<file path="src/rtl/dec139_rr_arbiter_pkg.sv">
// Shared definitions for the round-robin arbiter that drives one half of a
// dual 2-to-4 active-low decoder.
package dec139_pkg;

    typedef enum logic [1:0] {
        IDLE,
        GRANT,
        TURNAROUND
    } state_t;

    localparam int HOLD_MAX_DEF  = 8;
    localparam int TA_CYCLES_DEF = 1;

    // Active-low one-hot grant, identical to the decoder's Y3..Y0 with G low.
    function automatic logic [3:0] grant_n(input logic [1:0] idx);
        return ~(4'b0001 << idx);
    endfunction

endpackage

</file>
<file path="src/rtl/dec139_rr_arbiter_rr_pick4.sv">
// Combinational round-robin picker: first asserted request scanning
// ptr+1, ptr+2, ptr+3, ptr (mod 4), so the last-served index ranks last.
module rr_pick4 (
    input  logic [3:0] req,
    input  logic [1:0] ptr,
    output logic       valid,
    output logic [1:0] idx
);

    logic [1:0] cand;

    always_comb begin
        valid = 1'b0;
        idx   = ptr;
        cand  = ptr;
        for (int k = 1; k <= 4; k++) begin
            cand = ptr + 2'(k);
            if (!valid && req[cand]) begin
                valid = 1'b1;
                idx   = cand;
            end
        end
    end

endmodule

</file>
<file path="src/rtl/dec139_rr_arbiter.sv">
// Round-robin arbiter sharing one 2-to-4 decoder half among four requesters;
// every output is a flop, so REQ never reaches G/B/A combinationally.
module dec139_rr_arbiter
    import dec139_pkg::*;
#(
    parameter int HOLD_MAX  = HOLD_MAX_DEF,
    parameter int TA_CYCLES = TA_CYCLES_DEF
) (
    input  logic       CLK,
    input  logic       RST_N,
    input  logic [3:0] REQ,
    output logic       G,
    output logic       B,
    output logic       A,
    output logic [3:0] GNT_N,
    output logic       BUSY,
    output logic [1:0] LAST
);

    localparam logic [7:0] HOLD_MAX_C = 8'(HOLD_MAX);
    localparam logic [3:0] TA_C       = 4'(TA_CYCLES);

    state_t     state;
    logic [1:0] ptr;
    logic [1:0] sel;
    logic [1:0] last_q;
    logic [7:0] cnt;
    logic [3:0] tcnt;
    logic [3:0] gnt_n_q;
    logic       g_q;
    logic       busy_q;

    logic       pick_valid;
    logic [1:0] pick_idx;
    logic       launch;

    rr_pick4 u_pick (
        .req   (REQ),
        .ptr   (ptr),
        .valid (pick_valid),
        .idx   (pick_idx)
    );

    // A new grant starts from IDLE, or on the edge that takes TCNT to zero.
    assign launch = pick_valid &&
                    ((state == IDLE) || ((state == TURNAROUND) && (tcnt <= 4'd1)));

    always_ff @(posedge CLK) begin
        if (!RST_N) begin
            state   <= IDLE;
            g_q     <= 1'b1;
            sel     <= 2'b00;
            gnt_n_q <= 4'b1111;
            busy_q  <= 1'b0;
            last_q  <= 2'b11;
            ptr     <= 2'b11;
            cnt     <= 8'd0;
            tcnt    <= 4'd0;
        end else if (launch) begin
            state   <= GRANT;
            g_q     <= 1'b0;
            sel     <= pick_idx;
            gnt_n_q <= grant_n(pick_idx);
            busy_q  <= 1'b1;
            cnt     <= 8'd1;
            tcnt    <= 4'd0;
        end else begin
            case (state)
                IDLE: ;
                GRANT: begin
                    if (REQ[sel] && (cnt < HOLD_MAX_C)) begin
                        cnt <= cnt + 8'd1;
                    end else begin
                        // Select lines stay put so the decoder sees no glitch.
                        state   <= TURNAROUND;
                        g_q     <= 1'b1;
                        gnt_n_q <= 4'b1111;
                        ptr     <= sel;
                        last_q  <= sel;
                        tcnt    <= TA_C;
                    end
                end
                TURNAROUND: begin
                    if (tcnt > 4'd1) begin
                        tcnt <= tcnt - 4'd1;
                    end else begin
                        tcnt   <= 4'd0;
                        state  <= IDLE;
                        busy_q <= 1'b0;
                    end
                end
                default: begin
                    state   <= IDLE;
                    g_q     <= 1'b1;
                    gnt_n_q <= 4'b1111;
                    busy_q  <= 1'b0;
                end
            endcase
        end
    end

    assign G     = g_q;
    assign B     = sel[1];
    assign A     = sel[0];
    assign GNT_N = gnt_n_q;
    assign BUSY  = busy_q;
    assign LAST  = last_q;

endmodule

</file>
<file path="config.mk">
export PLATFORM = sky130hd
export DESIGN_NAME = dec139_rr_arbiter
export DESIGN_NICKNAME = d
export VERILOG_FILES = /design/src/rtl/dec139_rr_arbiter_pkg.sv /design/src/rtl/dec139_rr_arbiter_rr_pick4.sv /design/src/rtl/dec139_rr_arbiter.sv
export SDC_FILE = /design/constraint.sdc
export NUM_CORES = 1
export LEC_CHECK = 0
export ABC_AREA = 1
export CAP_MARGIN = 20
export CORE_ASPECT_RATIO = 0.5
export CORE_MARGIN = 3
export CORE_UTILIZATION = 35
export CTS_CLUSTER_SIZE = 10
export DETAILED_ROUTE_END_ITERATION = 16
export PLACE_DENSITY = 0.52
export SLEW_MARGIN = 20
export SYNTH_ARGS = -nofsm -noshare
export SYNTH_HDL_FRONTEND = slang
export SYNTH_HIERARCHICAL = 1
export SYNTH_SLANG_ARGS = --single-unit
</file>
<file path="constraint.sdc">
create_clock -name CLK -period 2.5 [get_ports CLK]
set_clock_uncertainty 0.05 [all_clocks]
set_input_delay 0.375 -clock CLK [delete_from_list [all_inputs] [get_ports CLK]]
set_output_delay 0.375 -clock CLK [all_outputs]
set_load 0.05 [all_outputs]
</file>
==> reports/metrics.cfg <==
[status]
outcome = finished, final reports clean

[floorplan]
dieArea_um2 = 4630
die_height_um = 49.6
die_w_um = 93.3
core_area_um2 = 3550
rows = 15
pin_count = 16
start_util = 0.376

[logic_synthesis]
netlist_area_um2 = 1330
synthSimpleGateAreaFrac = 0.387
avgSynthCellArea_um2 = 7.05
yosysTopAreaCellShare = 0.361
synth_edf_count = 0
synth_area_leaders = dfxtp_1 36%, nand2_1 13%, nand3_1 10%, nand2_2 5.2%, a21oi_2 4.6%
ys_seq_area_frac = 0.361
synth.distinct_cells = 26
yosysWarnings = 6
synth_top_family_by_area = simple AND/OR/NAND/NOR gates
ys_ff_latch = 24
synthFlopType = dfxtp_1
synth_top_area_cell = dfxtp_1
synthAdderAreaFrac = 0.0282
yosysMostFrequentCell = nand2_1
synth_xor_area_frac = 0.0197
synth_commonest_cells = 47 x nand2_1, 27 x nand3_1, 24 x dfxtp_1
muxShareOfSynthArea = 0
postSynthCellCount = 189
syn-num-nets = 198
async_flop_share = 0
synth-compound-area-share = 0.115

[setup_path]
path_cells = clkdlybuf4s50_1 -> nand2_1 -> nand2_1 -> nand2_2 -> nand2_4 -> a21oi_2 -> nand4_1 -> inv_1 -> nor2_1 -> buf_4 -> nand2_4 -> nand2_2 -> nor2_1 -> nand2_1 -> inv_1
crit_required_ns = 2.66
r2r_setup_slack_ns = 0.40
crit_path_start_kind = primary input
crit_fanout = 14
worstRegToRegCells = 15
timing.rr.end = tcnt[0]$_SDFFE_PP0P_
slowest_delay_ns = 0.47
path_class = primary input to flop
cpMaxStageDelayCell = clkdlybuf4s50_1
critPathBufInv = 4
end_kind = flop
crit_family = simple AND/OR/NAND/NOR gates
r2r_start = LAST[0]$_SDFFE_PN1P_
worst_path_most_repeated_cell = nand2_1
path_depth = 15
cp.arrival_ns = 2.29

[clock_network]
cts_buffers = 3
cts_sinks = 24
cts_resized = 0
cts_tree = done
clock_latency_ns = 0.26
clock_path_buffers = 2
clock_tree.root_cell = clkbuf_8
post_cts_buffers = 0
cts_hold_buffers = 0
htree_levels = 1
clk_pin_slew_ns = 0.08

[layout]
multiInputGateArea_um2 = 732
nFillCells = 364
syn2layout_area_growth_pct = 18.5
seq_area_um2 = 480
stdcell_area_um2 = 1580
antennaDiodeCount = 0
nNetsFinal = 217
drive_gt1_frac = 0.170

[route]
drc = 0
num_vias = 1248
wirelength_um = 2840
ant_nets = 0
wl_per_cell_um = 11.1
avgViaCountPerCell = 4.86
drt_first_iter_violations = 74
dr.pass1.iters = 4

[power_and_ir_drop]
p_per_area_nw_per_um2 = 1120
vdd_drop_max_mv = 0.268
power_leakage_nw = 0.698

[worst_hold_path]
min-delay-path-class = flop to flop
worstHoldStart = cnt[7]$_SDFFE_PP0P_
holdPathStages = 2
hold_end = cnt[7]$_SDFFE_PP0P_

[grt]
grt.total_usage = 0.130
antenna_found_initial = 0
grt_remaining_overflow = 0
grt_max_degree = 15
grt_pass1_vias = 1101
grt_pass1_wl_um = 4930

[sta]
tightest_slew_ns = 0.501
rsz0062_at_grt = no
min_period_ns = 2.13
fin_tns_setup_ns = 0
finalMaxSlewViolations = 0
fin_hold_ws_ns = 0.375
fmax_ghz = 0.469
report.final.hold_viol_count = 0
finalSetupViolations = 0
slew_headroom = 0.665
min_period_over_period = 0.853

[placement]
dp_hpwl_um = 2270
dpl_cell_area_um2 = 1540
gp_congestion = 0.876
port_buffers = 15

[job]
drv_cap = 0

[routing by layer]
| metal | global-route usage | wire, µm | vias up |
|---|---|---|---|
| met2 | 0.195 | 1190 | 20 |
| met5 | 0 | 0 | - |
| met4 | 0.0219 | 10 | 0 |
| li1 | - | - | 657 |
| met1 | 0.189 | 1520 | 569 |
| met3 | 0.0351 | 125 | 2 |
[registers in the layout, indices dropped and copies added, names as in the netlist]
name and cells:
BUSY 1, G 1, tcnt 4, state 2, GNT_N 4, cnt 8
sel 2, LAST 2
[worst max-delay path by stage]
stage                         start               endpoint  slack [ns]
6_report                     REQ[0]   tcnt[0]$_SDFFE_PP0P_        0.37
5_1_grt        LAST[0]$_SDFFE_PN1P_   tcnt[0]$_SDFFE_PP0P_        0.13
4_1_cts                      REQ[0]   tcnt[0]$_SDFFE_PP0P_        0.36
3_5_place_dp                 REQ[0]   tcnt[0]$_SDFFE_PP0P_        0.11
3_3_place_gp                 REQ[0]   tcnt[0]$_SDFFE_PP0P_        0.13
2_1_floorplan  LAST[0]$_SDFFE_PN1P_  GNT_N[0]$_SDFFE_PN1P_        0.32
[placed cells by master, fill, tap and decap left out, drive strengths merged]
cell	instances
nand4	8
nand3	27
o21ai	5
and2	1
buf	3
xor2	3
a21oi	15
ha	3
dfxtp	24
or2	1
nor2	11
nand2	60
o211ai	2
clkinv	1
clkbuf	3
inv	22
clkdlybuf4s50	15
and3	1
a21o	1
[power breakdown]
part	internal, mW	switching (mW)	leakage, nW
combinational	0.340	0.685	0.480
clock	0.108	0.114	0.0216
sequential	0.457	0.0632	0.196
[final cells by class]
type	count	share of cell area
clock buffers	3	0.0261
flip-flops and latches	24	0.304
inverters	23	0.0563
repair buffers	18	0.109
well taps	51	0.0404
multi-input cells	138	0.464
[tightest hold or removal path, cell delays in order, from the launching register on]
cell and delay (ns):
dfxtp_1 0.31, inv_2 0.04, nor2_1 0.03
[cells by family after synthesis]
kind of cell	count (synthesis)
DFF	24
adders and majority gates	3
and+or+nand+nor	109
xor gates and xnor gates	3
AOI/OAI and AO/OA	23
buffers and inverters	27
[metrics by stage]
step	cells	total power, mW	util	worst slack (ns)
2_1_floorplan	189	1.30	-	0.319
3_3_place_gp	254	1.56	0.434	0.125
3_5_place_dp	254	1.56	0.434	0.114
4_1_cts	257	1.78	0.445	0.364
5_1_grt	257	1.92	0.445	0.130
6_report	257	1.77	0.445	0.367
Note: power is estimated with default switching activity, not from simulation.
